**config.mk**
```make
export PLATFORM = sky130hd
export DESIGN_NAME = read_selector
export DESIGN_NICKNAME = d
export VERILOG_FILES = /design/src/rtl/meduram_pkg.sv /design/src/rtl/select_pipe.sv /design/src/rtl/read_selector.sv
export SDC_FILE = /design/constraint.sdc
export NUM_CORES = 1
export LEC_CHECK = 0
export BUFFER_PORTS_ARGS = -buffer_cell sky130_fd_sc_hd__buf_2
export CORE_MARGIN = 1
export CORE_UTILIZATION = 34
export DETAILED_ROUTE_END_ITERATION = 16
export HOLD_SLACK_MARGIN = 0.02
export PLACE_DENSITY = 0.62
export RECOVER_POWER = 100
export SYNTH_ARGS = -nofsm -noshare
export SYNTH_HDL_FRONTEND = slang
export SYNTH_SLANG_ARGS = --single-unit
```
**constraint.sdc**
```tcl
create_clock -name aclk -period 1.93 [get_ports aclk]
set_input_delay 0.386 -clock aclk [delete_from_list [all_inputs] [get_ports aclk]]
set_output_delay 0.386 -clock aclk [all_outputs]
set_load 0.005 [all_outputs]
```
**src/rtl/meduram_pkg.sv**
```systemverilog
// Definitions shared across the meduram read path (accounter and read_selector):
// bank-select width helper and the default debug counter width.
package meduram_pkg;

    localparam int CNT_WIDTH_DEFAULT = 16;

    // Bank index bits plus an optional collision flag in the MSB.
    function automatic int select_width(input int nb_wragent, input int write_collision);
        return ((nb_wragent == 1) ? 1 : $clog2(nb_wragent)) + write_collision;
    endfunction

endpackage

```
**src/rtl/select_pipe.sv**
```systemverilog
// Delay line carrying {valid, select} alongside the RAM read latency.
// Only the valid bits are reset; select payload is captured on valid only.
module select_pipe #(
    parameter int SELECT_WIDTH = 2,
    parameter int DEPTH        = 1
) (
    input  logic                    aclk,
    input  logic                    aresetn,
    input  logic                    valid_i,
    input  logic [SELECT_WIDTH-1:0] select_i,
    output logic                    valid_o,
    output logic [SELECT_WIDTH-1:0] select_o
);

    logic [DEPTH-1:0]        valid_q;
    logic [SELECT_WIDTH-1:0] select_q   [DEPTH];
    logic [DEPTH-1:0]        valid_d;
    logic [SELECT_WIDTH-1:0] select_d   [DEPTH];

    // NOTE: every variable written here gets a value on every path first, so no latch is inferred.
    always_comb begin
        valid_d     = '0;
        select_d[0] = select_i;
        valid_d[0]  = valid_i;
        for (int i = 1; i < DEPTH; i++) begin
            valid_d[i]  = valid_q[i-1];
            select_d[i] = select_q[i-1];
        end
    end

    // NOTE: state is updated with non-blocking assignments so all stages shift on the same edge.
    always_ff @(posedge aclk or negedge aresetn) begin
        if (!aresetn) begin
            valid_q <= '0;
        end else begin
            valid_q <= valid_d;
        end
    end

    // NOTE: the select payload is deliberately not reset; an idle stage's select is never used.
    always_ff @(posedge aclk) begin
        for (int i = 0; i < DEPTH; i++) begin
            if (valid_d[i]) begin
                select_q[i] <= select_d[i];
            end
        end
    end

    assign valid_o  = valid_q[DEPTH-1];
    assign select_o = select_q[DEPTH-1];

endmodule

```
**src/rtl/read_selector.sv**
```systemverilog
// Read-port data selector: delays the accounter's bank_select by the RAM latency,
// muxes the matching bank and counts collided reads. Optional MEDURAM_RDSEL_OUTREG_EN registers the outputs.
module read_selector
    import meduram_pkg::*;
#(
    parameter int ADDR_WIDTH      = 3,
    parameter int DATA_WIDTH      = 8,
    parameter int NB_WRAGENT      = 2,
    parameter int WRITE_COLLISION = 1,
    parameter int RAM_LATENCY     = 1,
    parameter int SELECT_WIDTH    = select_width(NB_WRAGENT, WRITE_COLLISION),
    parameter int CNT_WIDTH       = CNT_WIDTH_DEFAULT
) (
    input  logic                           aclk,
    input  logic                           aresetn,
    input  logic                           rden,
    input  logic [SELECT_WIDTH-1:0]        bank_select,
    input  logic [NB_WRAGENT*DATA_WIDTH-1:0] bank_rddata,
    output logic                           rdvalid,
    output logic [DATA_WIDTH-1:0]          rddata,
    output logic                           rdcollision,
    input  logic                           cnt_clear,
    output logic [CNT_WIDTH-1:0]           collision_cnt
);

    localparam int IDX_WIDTH = SELECT_WIDTH - WRITE_COLLISION;

    if (RAM_LATENCY < 1 || ADDR_WIDTH < 1 ||
        SELECT_WIDTH != select_width(NB_WRAGENT, WRITE_COLLISION)) begin : g_bad_cfg
        $error("read_selector: unsupported parameter combination");
    end

    logic                    pipe_valid;
    logic [SELECT_WIDTH-1:0] pipe_select;
    logic [IDX_WIDTH-1:0]    bank_idx;
    logic                    sel_coll;
    logic [DATA_WIDTH-1:0]   mux_data;
    logic                    out_valid_d;
    logic [DATA_WIDTH-1:0]   out_data_d;
    logic                    out_coll_d;
    logic [CNT_WIDTH-1:0]    cnt_q;
    logic [CNT_WIDTH-1:0]    cnt_d;

    select_pipe #(
        .SELECT_WIDTH (SELECT_WIDTH),
        .DEPTH        (RAM_LATENCY)
    ) u_select_pipe (
        .aclk     (aclk),
        .aresetn  (aresetn),
        .valid_i  (rden),
        .select_i (bank_select),
        .valid_o  (pipe_valid),
        .select_o (pipe_select)
    );

    assign bank_idx = pipe_select[IDX_WIDTH-1:0];

    // Indices past the last bank fall through to zero; a single bank ignores the index.
    always_comb begin
        mux_data = '0;
        for (int i = 0; i < NB_WRAGENT; i++) begin
            if (NB_WRAGENT == 1 || int'(bank_idx) == i) begin
                mux_data = bank_rddata[i*DATA_WIDTH +: DATA_WIDTH];
            end
        end
    end

    if (WRITE_COLLISION != 0) begin : g_coll
        assign sel_coll = pipe_select[SELECT_WIDTH-1];
    end else begin : g_no_coll
        assign sel_coll = 1'b0;
    end

    assign out_valid_d = pipe_valid;
    assign out_data_d  = pipe_valid ? mux_data : '0;
    assign out_coll_d  = pipe_valid & sel_coll;

`ifdef MEDURAM_RDSEL_OUTREG_EN
    logic                  rdvalid_q;
    logic [DATA_WIDTH-1:0] rddata_q;
    logic                  rdcollision_q;

    always_ff @(posedge aclk or negedge aresetn) begin
        if (!aresetn) begin
            rdvalid_q     <= 1'b0;
            rddata_q      <= '0;
            rdcollision_q <= 1'b0;
        end else begin
            rdvalid_q     <= out_valid_d;
            rddata_q      <= out_data_d;
            rdcollision_q <= out_coll_d;
        end
    end

    assign rdvalid     = rdvalid_q;
    assign rddata      = rddata_q;
    assign rdcollision = rdcollision_q;
`else
    assign rdvalid     = out_valid_d;
    assign rddata      = out_data_d;
    assign rdcollision = out_coll_d;
`endif

    // Clear takes priority over a coincident increment; the count sticks at all-ones.
    always_comb begin
        cnt_d = cnt_q;
        if (cnt_clear) begin
            cnt_d = '0;
        end else if (rdvalid && rdcollision && cnt_q != '1) begin
            cnt_d = cnt_q + CNT_WIDTH'(1);
        end
    end

    always_ff @(posedge aclk or negedge aresetn) begin
        if (!aresetn) begin
            cnt_q <= '0;
        end else begin
            cnt_q <= cnt_d;
        end
    end

    assign collision_cnt = cnt_q;

endmodule
```
Word level (Yosys, flattened, before mapping)
Memories as Yosys holds them, arrays and structs flattened.
Cells that the tools add are included.
{ "totals": {"regBits": 17, "ram_bits": 2, "in_bits": 22, "out_inout_bits": 26, "elab_cells": 15, "mem_count": 1} }
{ "mem_list": {"columns": ["memory", "depth", "width", "rd", "rd_ports_with_merged_regs", "wr", "line_no", "text"], "rows": [
  ["u_select_pipe.select_q", 1, 2, 1, 0, 1, "select_pipe.sv:16", "logic [SELECT_WIDTH-1:0] select_q [DEPTH];"]
]} }
{ "classes": {"add_sub_neg": 1, "eq_ne": 1, "muxes": 6, "bitwise_logic": 1, "n_reduce_logical": 3} }
{ "ops": {"columns": ["cell", "count"], "rows": [
  ["two-way mux 16 bit", 2],
  ["adder 16 x 1 -> 16 bit, second input constant", 1],
  ["two-way mux 8 bit", 2],
  ["inequality test 16 bit, second input constant", 1],
  ["logical AND 1 bit", 2],
  ["two-way mux 1 bit", 2],
  ["nonzero test 2 bit", 1],
  ["AND 1 bit", 1]
]} }

Logic depth before layout (Yosys ltp)
Gate-level depths: netlist of run 1.
{ "depth": {"word_depth": 5, "mapped_depth": 6, "depth_no_buf": 5} }

Hierarchy
From an unflattened synthesis of run 1, not the netlist that was laid out.
{ "hier_totals": {"cells_unflattened": 121, "hier_area_um2": 1127.3} }
{ "modules_own_cells": {"columns": ["module", "instances", "cells_each", "area_each_um2", "seq_area_each_um2"], "rows": [
  ["read_selector", 1, 118, 1042.2, 400.4],
  ["select_pipe", 1, 3, 85.1, 85.1]
]} }

Least setup slack after synthesis of run 1
Ideal clock, no wire load.
{ "synth_timing": {"path_kind": "register -> register", "start": "register cnt_q[3] (netlist: collision_cnt[3])", "end": "register cnt_q[15] (netlist: collision_cnt[15])", "setup_time_ns": 0.128, "t_arrival_ns": 1.504, "required_ns": 1.802, "setup_slack_ns": 0.299, "path_stages_with_launch": 6, "n_path_buf": 1, "period_less_slack_ns": 1.631, "cell_sequence": "dfrtp_1 and4_1 buf_4 nand3_2 nor4_1 mux2_1"} }
{ "synth_via": {"elab_chain_cells": 3, "word_cells_on_any_way": 6, "cone_classes": "1 x add/sub; 1 x eq/ne; 2 x mux; 2 x reduce/logical"} }
{ "synth_rtl": {"columns": ["item", "line_no", "text"], "rows": [
  ["start, declared", "read_selector.sv:41", "logic [CNT_WIDTH-1:0] cnt_q;"],
  ["start signal, assigned", "read_selector.sv:118", "cnt_q <= cnt_d;"],
  ["adder 16 x 1 -> 16 bit / inequality test 16 bit (equally long branches)", "read_selector.sv:110, read_selector.sv:109", null],
  ["two-way mux 16 bit / logical AND 1 bit (equally long branches)", "read_selector.sv:109", "end else if (rdvalid && rdcollision && cnt_q != '1) begin"],
  ["two-way mux 16 bit / nonzero test 2 bit (equally long branches)", null, null]
]} }
Parallel ways exist; a longest one is shown, timed or not. The select of a mux whose other input is x is not followed.
A chain may end at the register's enable or synchronous reset.

Worst setup path after layout of run 1
{ "layout_timing": {"start": "register cnt_q[0] (netlist: collision_cnt[0])", "end": "register cnt_q[13] (netlist: collision_cnt[13])"} }
Same word-level chain as after synthesis.

==> impl_metrics.py, run 1 <==
metrics = {
    "status": {
        "status": "complete, no violations",
    },
    "die": {
        "die_x_um": 59.93,
        "die_h_um": 59.93,
        "fp-row-count": 20,
        "io_pins": 48,
        "core_um2": 3128,
        "die-area_um2": 3592,
        "start_util": 0.3648,
    },
    "synth": {
        "netlist.area_leader.share": 0.3728,
        "yosysTopAreaCell": "dfrtp_1",
        "avgSynthCellArea_um2": 9.923,
        "synth_seq_cells": 19,
        "synth_cells": 115,
        "synth_edf_count": 2,
        "seq_area_frac_synth": 0.4254,
        "ys_types": 30,
        "synth_top_flop_cell": "dfrtp_1",
        "synthTopCellsByArea": "dfrtp_1, mux2i_1, a21oi_1",
        "yosysWarnings": 0,
        "synthArstFlopShare": 0.8947,
        "syn_nets": 138,
        "syn_area_um2": 1141,
    },
    "hold_path": {
        "hp-class": "in2reg",
    },
    "critical_path": {
        "worst_ep_arrival_time_ps": 2030,
        "crit_fanout": 6,
        "path_class": "reg2reg",
        "worstSetupEndpointType": "flop",
        "cp.required_ps": 2160,
        "startpoint_type": "flop",
    },
    "sta": {
        "post-route-min-period_ps": 1798,
        "finClkSkew_ps": 5.141,
        "rsz0062_at_grt": "false",
        "clock.fmax_mhz": 556.2,
        "fin_hold_ws_ps": 239.7,
        "hold_viol_final": 0,
        "setup-tns-final_ps": 0,
        "setup_viol": 0,
        "worstMarginPinSlew_ps": 955.5,
        "drv_slew": 0,
        "fin_crit_sh": 0.9316,
        "relSlewSlack": 0.3630,
    },
    "final_layout": {
        "nets": 192,
        "final_cell_mix": "buf_2, clkbuf_1, dfrtp_1",
        "drive_gt1_frac": 0.2560,
        "diodes": 0,
        "syn2layout_area_growth_pct": 27.85,
        "layout_commonest_cell": "buf_2",
    },
    "route": {
        "detail_route.wl_per_cell_um": 13.79,
        "met2WireLength_um": 1531,
        "drt-total-wl_um": 2924,
        "drt_iter0_drc": 33,
        "drc_errors": 0,
        "dr_wl_met3_um": 99,
        "detail_route.vias_per_cell": 5.307,
        "firstDrtPassIters": 6,
        "m1WireLength_um": 1293,
        "final_antenna_net_count": 0,
        "vias": 1125,
        "highest_layer": "met3",
    },
    "cts": {
        "clock-sinks": 19,
        "worstSkewPairLatency_ps": 300,
        "root_buffer": "clkbuf_4",
        "cts_resized": 0,
        "cts_tree": "yes",
        "clk_pin_slew_ps": 110,
        "numCtsBuffers": 3,
        "htreeDepth": 1,
        "clk_path_buf_depth": 2,
    },
    "grt": {
        "grt_pass1_wl_um": 4581,
        "grt_max_degree": 18,
        "gr-usage-all-layers": 0.1712,
        "antenna_found_initial": 0,
        "grt_pass1_vias": 995,
        "grt_overflow_total": 0,
    },
    "placement": {
        "routabilityCongestion": 0.7763,
        "io_buffers": 47,
        "post-dp-hpwl_um": 2235,
    },
    "pwr": {
        "power.density_nw_per_um2": 498.4,
        "ir_drop_mv": 0.3558,
        "power_leakage_uw": 0.0006340,
    },
    "flow_run": {
        "cap_violations": 0,
    },
}
==> final timing paths <==
kind / from / endpoint / slack [ps] / cells past startpoint
min in group asynchronous: aresetn / collision_cnt[10]$_DFFE_PN0P_ / 740 / 2
max in group asynchronous: aresetn / collision_cnt[12]$_DFFE_PN0P_ / 610 / 2
min reg2reg: collision_cnt[11]$_DFFE_PN0P_ / collision_cnt[11]$_DFFE_PN0P_ / 600 / 2
max reg2reg: collision_cnt[0]$_DFFE_PN0P_ / collision_cnt[13]$_DFFE_PN0P_ / 130 / 6
min: rden / u_select_pipe.valid_o$_DFF_PN0_ / 240 / 1
max: collision_cnt[0]$_DFFE_PN0P_ / collision_cnt[13]$_DFFE_PN0P_ / 130 / 6
==> layer usage <==
layer	global-route usage	vias up
li1	-	544
met1	0.2243	557
met2	0.2968	24
met3	0.03247	0
met4	0.02658	0
met5	0	-
==> report_power, final <==
| group | switching, uW | internal (uW) |
|---|---|---|
| Combinational | 47.1 | 50.5 |
| Sequential | 12.4 | 412 |
| Clock | 125 | 80.5 |
| Total | 184 | 543 |
==> synthesized netlist by cell type, types with 2 or more instances <==
master	number
and2_1	2
o31ai_1	6
nor2b_1	9
o21ai_0	6
dfrtp_1	17
nor2_1	3
and4_1	2
a21oi_1	13
mux2i_1	9
nand3_1	4
nand4_1	6
clkbuf_1	3
or4_1	6
edfxtp_1	2
or3_1	7
nand2_1	6
==> stage by stage <==
step / total power, uW / std cells / setup slack [ps] / util / area, um^2
floorplan: 476.7 / 115 / 298.5 / - / 1141
global placement: 527.3 / 207 / 208.9 / 0.4636 / 1450
detailed placement: 533.0 / 207 / 114.7 / 0.4636 / 1450
CTS: 736.1 / 212 / 118.2 / 0.4752 / 1486
global route: 759.5 / 212 / 13.36 / 0.4664 / 1459
finish: 727.1 / 212 / 132.0 / 0.4664 / 1459
==> critical path: stages (launching register included) <==
cell and delay [ps]:
dfrtp_1 430, ha_1 240, nand4_1 140, o41ai_4 100
buf_4 170, or4_1 500, a21oi_1 150
==> area by class of cell <==
type / count / area, um^2
Clock buffer: 4 / 26.28
Sequential cell: 19 / 485.5
Tap cell: 44 / 55.05
Fill cell: 332 / 1669
Timing Repair Buffer: 55 / 270.3
Inverter: 1 / 3.754
Multi-Input combinational cell: 89 / 618.1
==> registers in the layout, indices dropped and copies added, names as in the netlist <==
| signal | cells |
|---|---|
| u_select_pipe.select_q | 2 |
| collision_cnt | 16 |
| u_select_pipe.valid_o | 1 |
==> cells by family after synthesis <==
logic type | count (synthesis) | share of synthesized area
AO/OA/AOI/OAI | 27 | 0.1513
XOR/XNOR | 1 | 0.007677
adder cells (fa/ha/maj) | 1 | 0.01096
buffers and inverters | 7 | 0.03289
flip-flops | 19 | 0.4254
multiplexers | 10 | 0.08882
AND/OR/NAND/NOR | 50 | 0.2829
==> timing repair <==
| action | 4_1_cts | 5_1_grt |
|---|---|---|
| hold endpoints to repair | 17 | 0 |
| hold buffers | 1 | 0 |
| setup endpoints to repair | 0 | 0 |
| setup buffers | 0 | 0 |
No activity file was read; power rests on OpenSTA's default activity.
==> run 2: changes to the inputs <==
--- a/config.mk
+++ b/config.mk
@@ -7,11 +7,11 @@
 export LEC_CHECK = 0
 export BUFFER_PORTS_ARGS = -buffer_cell sky130_fd_sc_hd__buf_2
 export CORE_MARGIN = 1
-export CORE_UTILIZATION = 34
+export CORE_UTILIZATION = 47
 export DETAILED_ROUTE_END_ITERATION = 16
 export HOLD_SLACK_MARGIN = 0.02
-export PLACE_DENSITY = 0.62
-export RECOVER_POWER = 100
+export PLACE_DENSITY = 0.81
+export RECOVER_POWER = 25
 export SYNTH_ARGS = -nofsm -noshare
 export SYNTH_HDL_FRONTEND = slang
 export SYNTH_SLANG_ARGS = --single-unit
==> run 2 against run 1 <==
- critical path depth is the same
- total power shrank 0.14%
- hold slack lost 20 ps
- critical path type unchanged
- largest cell class unchanged
==> impl_metrics.py, run 2 (synthesis gave the netlist of run 1 again) <==
metrics = {
    "status": {
        "status": "complete, no violations",
    },
    "final_layout": {
        "final_cell_mix": "buf_2, dfrtp_1, a21oi_1",
        "layout.cells.non_filler": 193,
        "nets": 189,
        "drive_gt1_frac": 0.3455,
        "syn2layout_area_growth_pct": 26.43,
        "fill_cells": 210,
        "largest_reg_flops": 16,
        "layout_commonest_cell": "buf_2",
        "diodes": 0,
    },
    "hold_path": {
        "hp-class": "in2reg",
    },
    "cts": {
        "htreeDepth": 1,
        "clk_path_buf_depth": 2,
        "worstSkewPairLatency_ps": 310,
        "clock-sinks": 19,
        "numCtsBuffers": 3,
        "cts_resized": 0,
        "root_buffer": "clkbuf_4",
        "clk_pin_slew_ps": 110,
        "cts_tree": "yes",
    },
    "grt": {
        "grt_pass1_vias": 1004,
        "grt_pass1_wl_um": 4429,
        "antenna_found_initial": 0,
        "grt_overflow_total": 0,
        "grt_max_degree": 18,
        "gr-usage-all-layers": 0.2314,
    },
    "pwr": {
        "swShare": 0.2541,
        "pwr-share-seq": 0.585,
        "p_comb_frac": 0.134,
        "power.density_nw_per_um2": 503.3,
        "internal_power_uw": 541.6,
        "p_sw_uw": 184.5,
        "clock_power_share": 0.281,
        "ir_drop_mv": 0.3787,
        "power_leakage_uw": 0.0006889,
    },
    "sta": {
        "finClkSkew_ps": 7.269,
        "clock.fmax_mhz": 547.4,
        "hold_viol_final": 0,
        "fin_hold_ws_ps": 220.0,
        "setup_viol": 0,
        "setup-tns-final_ps": 0,
        "drv_slew": 0,
        "rsz0062_at_grt": "false",
        "relSlewSlack": 0.3753,
        "post-route-min-period_ps": 1827,
        "worstMarginPinSlew_ps": 937.1,
        "fin_crit_sh": 0.9465,
    },
    "die": {
        "fp-row-count": 17,
        "die_x_um": 51.28,
        "start_util": 0.5061,
        "core_um2": 2255,
        "io_pins": 48,
        "die-area_um2": 2629,
        "die_h_um": 51.28,
    },
    "critical_path": {
        "cp.required_ps": 2170,
        "worst_ep_arrival_time_ps": 2060,
        "crit_fanout": 12,
        "startpoint_type": "flop",
        "path_class": "reg2reg",
        "worstSetupEndpointType": "flop",
    },
    "flow_run": {
        "cap_violations": 0,
    },
    "route": {
        "met2WireLength_um": 1436,
        "drc_errors": 0,
        "detail_route.wl_per_cell_um": 14.43,
        "dr_wl_met3_um": 123,
        "vias": 1103,
        "detail_route.vias_per_cell": 5.715,
        "firstDrtPassIters": 4,
        "drt-total-wl_um": 2785,
        "drt_iter0_drc": 31,
        "final_antenna_net_count": 0,
        "m1WireLength_um": 1174,
        "highest_layer": "met4",
    },
    "placement": {
        "routabilityCongestion": 0.7763,
        "place_inst": 188,
        "post-dp-hpwl_um": 2128,
        "io_buffers": 47,
    },
}
[run 2: per-layer routing]
| metal | vias up | track usage |
|---|---|---|
| li1 | 536 | - |
| met1 | 523 | 0.2717 |
| met2 | 37 | 0.3991 |
| met3 | 7 | 0.06548 |
| met4 | 0 | 0.08559 |
| met5 | - | 0 |
[run 2: path summary, 6_finish.rpt]
| kind | slack, ps | cells after the start | end | start |
|---|---|---|---|---|
| worst max-delay path | 100 | 6 | collision_cnt[13]$_DFFE_PN0P_ | collision_cnt[0]$_DFFE_PN0P_ |
| worst min-delay path | 220 | 1 | u_select_pipe.valid_o$_DFF_PN0_ | rden |
| worst max register to register | 100 | 6 | collision_cnt[13]$_DFFE_PN0P_ | collision_cnt[0]$_DFFE_PN0P_ |
| worst min register to register | 610 | 2 | collision_cnt[11]$_DFFE_PN0P_ | collision_cnt[11]$_DFFE_PN0P_ |
| max in group asynchronous | 640 | 2 | collision_cnt[9]$_DFFE_PN0P_ | aresetn |
| min in group asynchronous | 720 | 2 | collision_cnt[11]$_DFFE_PN0P_ | aresetn |
[run 2: final cells by class]
class	count	area, um^2	share of cell area
Multi-Input combinational cell	89	618.1	0.4284
Clock buffer	3	22.52	0.01561
Clock inverter	1	5.005	0.003469
Sequential cell	19	485.5	0.3365
Tap cell	28	35.03	0.02428
Inverter	1	3.754	0.002602
Timing Repair Buffer	52	272.8	0.1891
[run 2: power groups by stage]
| stage | Sequential, uW | Clock [uW] | Combinational, uW |
|---|---|---|---|
| floorplan | 426 | 0 | 51.0 |
| global placement | 431 | 0 | 92.3 |
| detailed placement | 433 | 0 | 97.3 |
| CTS | 425 | 220 | 98.8 |
| global route | 427 | 231 | 106 |
| finish | 425 | 204 | 97.2 |
[run 2: through the flow]
stage                     area [um^2]  total power, uW  utilization  setup slack, ps
after floorplan                  1141            476.7            -            298.5
after global placement           1408            523.2       0.6243            209.8
after detailed placement         1408            529.9       0.6243            143.0
after CTS                        1445            743.3       0.6410            109.3
after global routing             1443            763.8       0.6398            22.77
final                            1443            726.1       0.6398            103.2
[run 2: worst max-delay path: stages (launching register included)]
cell and delay, ps:
dfrtp_1 440, ha_1 250, nand4_1 140, o41ai_4 80
buf_4 180, or4_1 510, a21oi_1 150
[run 2: what timing repair did]
item | 4_1_cts | 5_1_grt
hold endpoints to repair | 17 | 0
hold buffers | 1 | 0
buffers inserted | 0 | 0
==> run 3: changes to the inputs <==
--- a/config.mk
+++ b/config.mk
@@ -7,10 +7,11 @@
 export LEC_CHECK = 0
 export BUFFER_PORTS_ARGS = -buffer_cell sky130_fd_sc_hd__buf_2
 export CORE_MARGIN = 1
-export CORE_UTILIZATION = 47
+export CORE_UTILIZATION = 49
+export CTS_BUF_LIST = sky130_fd_sc_hd__clkbuf_8
 export DETAILED_ROUTE_END_ITERATION = 16
 export HOLD_SLACK_MARGIN = 0.02
-export PLACE_DENSITY = 0.81
+export PLACE_DENSITY = 0.84
 export RECOVER_POWER = 25
 export SYNTH_ARGS = -nofsm -noshare
 export SYNTH_HDL_FRONTEND = slang
==> run 3 against run 2 <==
- routed wire length down 2.7%
- core utilization is 2.2 points higher
- clock skew shrank 2.8 ps
- largest power group unchanged
- design area increased by 1.6%
- critical endpoint is now collision_cnt[11]$_DFFE_PN0P_
- combinational power is 2% higher
- critical path depth did not move
- count of clock-buffer cells in the layout stayed put
- global-route usage up 0.38 points
==> impl_metrics.py, run 3 (synthesis gave the netlist of run 1 again) <==
metrics = {
    "pwr": {
        "clock_power_share": 0.341,
        "ir_drop_mv": 0.4302,
        "internal_power_uw": 605.5,
        "swShare": 0.2355,
        "fin_total_pwr_uw": 792.1,
        "p_comb_frac": 0.125,
        "p_sw_uw": 186.6,
        "power.density_nw_per_um2": 540.6,
        "pwr-share-seq": 0.534,
        "power_leakage_uw": 0.0007028,
    },
    "critical_path": {
        "cp.required_ps": 2110,
        "path_class": "reg2reg",
        "worst_ep_arrival_time_ps": 1980,
        "startpoint_type": "flop",
        "crit_buf_inv": 1,
        "crit_chain": "ha_1 -> nand4_1 -> o41ai_4 -> buf_4 -> or4_1 -> a21oi_1",
        "crit_fanout": 12,
        "critPathTopFamily": "simple AND/OR/NAND/NOR gates",
        "slowest_delay_ps": 500,
        "cp_slowest_cell": "or4_1",
        "worstSetupEndpointType": "flop",
    },
    "sta": {
        "drv_slew": 0,
        "fin_hold_ws_ps": 251.9,
        "post-route-min-period_ps": 1800,
        "rsz0062_at_grt": "false",
        "relSlewSlack": 0.3687,
        "worstMarginPinSlew_ps": 947.0,
        "finClkSkew_ps": 4.462,
        "setup_viol": 0,
        "fin_crit_sh": 0.9325,
        "setup-tns-final_ps": 0,
        "clock.fmax_mhz": 555.7,
        "hold_viol_final": 0,
    },
    "die": {
        "fp-row-count": 17,
        "start_util": 0.5158,
        "core_um2": 2212,
        "io_pins": 48,
        "die-area_um2": 2526,
        "die_x_um": 50.26,
        "die_h_um": 50.26,
    },
    "final_layout": {
        "syn2layout_area_growth_pct": 28.40,
        "diodes": 0,
        "nets": 190,
        "largest_reg_flops": 16,
        "final_cell_mix": "buf_2, dfrtp_1, a21oi_1",
        "drive_gt1_frac": 0.3494,
        "fill_cells": 199,
        "layout_commonest_cell": "buf_2",
    },
    "route": {
        "drc_errors": 0,
        "drt_iter0_drc": 27,
        "final_antenna_net_count": 0,
        "firstDrtPassIters": 4,
        "vias": 1123,
        "detail_route.vias_per_cell": 5.789,
        "drt-total-wl_um": 2710,
        "detail_route.wl_per_cell_um": 13.97,
    },
    "hold_path": {
        "hp-class": "in2async",
    },
    "grt": {
        "grt_max_degree": 18,
        "grt_pass1_vias": 1043,
        "grt_pass1_wl_um": 4574,
        "antenna_found_initial": 0,
        "gr-usage-all-layers": 0.2352,
        "grt_overflow_total": 0,
    },
    "status": {
        "status": "complete, no violations",
    },
    "cts": {
        "htreeDepth": 1,
        "clk_pin_slew_ps": 70,
        "root_buffer": "clkbuf_8",
        "clock-sinks": 19,
        "cts_resized": 0,
        "worstSkewPairLatency_ps": 250,
        "hold_buffers": 0,
        "numCtsBuffers": 3,
        "clk_path_buf_depth": 2,
        "cts_tree": "yes",
        "post-cts-setup-buffer-count": 0,
    },
    "placement": {
        "routabilityCongestion": 0.8852,
        "post-dp-hpwl_um": 2067,
        "io_buffers": 47,
    },
    "flow_run": {
        "cap_violations": 0,
    },
}
[run 3: changes by cell type in the layout (fill, tap and decap cells not counted), sizes merged]
| cell | before | now |
|---|---|---|
| clkinv | 1 | 0 |
| buf | 49 | 51 |
| dlygate4sd3 | 1 | 0 |
| inv | 1 | 2 |
[run 3: routing by layer]
layer	up-vias	part of all wire	GRT usage
met2	37	0.51	0.4133
met5	-	0	0
met3	6	0.042	0.03333
met1	538	0.43	0.2846
met4	0	0.015	0.09524
li1	542	-	-
[run 3: final timing paths]
kind / start / endpoint / slack [ps] / depth (start not counted)
max: collision_cnt[0]$_DFFE_PN0P_ / collision_cnt[11]$_DFFE_PN0P_ / 130 / 6
min: aresetn / collision_cnt[6]$_DFFE_PN0P_ / 250 / 1
max reg2reg: collision_cnt[0]$_DFFE_PN0P_ / collision_cnt[11]$_DFFE_PN0P_ / 130 / 6
min reg2reg: collision_cnt[0]$_DFFE_PN0P_ / collision_cnt[0]$_DFFE_PN0P_ / 610 / 2
max in group asynchronous: aresetn / collision_cnt[2]$_DFFE_PN0P_ / 1100 / 1
min in group aclk: rden / u_select_pipe.valid_o$_DFF_PN0_ / 290 / 1
[run 3: layout make-up]
type                       instances  area [um^2]  share of cell area
multi-input combinational         89        618.1              0.4219
sequential                        19        485.5              0.3313
timing repair buffer              53        277.8              0.1896
clock buffer                       3        41.29             0.02818
tap                               28        35.03             0.02391
clock inverter                     1        3.754            0.002562
inverter                           1        3.754            0.002562
[run 3: stage by stage]
stage	cell area, um^2	setup WS, ps	cells	utilization
5_1_grt	1465	24.14	194	0.6623
4_1_cts	1468	120.5	194	0.6635
6_report	1465	130.3	194	0.6623
2_1_floorplan	1141	298.5	115	-
3_5_place_dp	1423	130.9	190	0.6431
3_3_place_gp	1423	219.8	190	0.6431
[run 3: power groups by stage]
stage | Clock, uW | Sequential (uW) | Combinational (uW)
2_1_floorplan | 0 | 426 | 51.0
3_3_place_gp | 0 | 429 | 95.5
3_5_place_dp | 0 | 431 | 101
4_1_cts | 276 | 423 | 101
5_1_grt | 291 | 424 | 110
6_report | 270 | 423 | 99.0
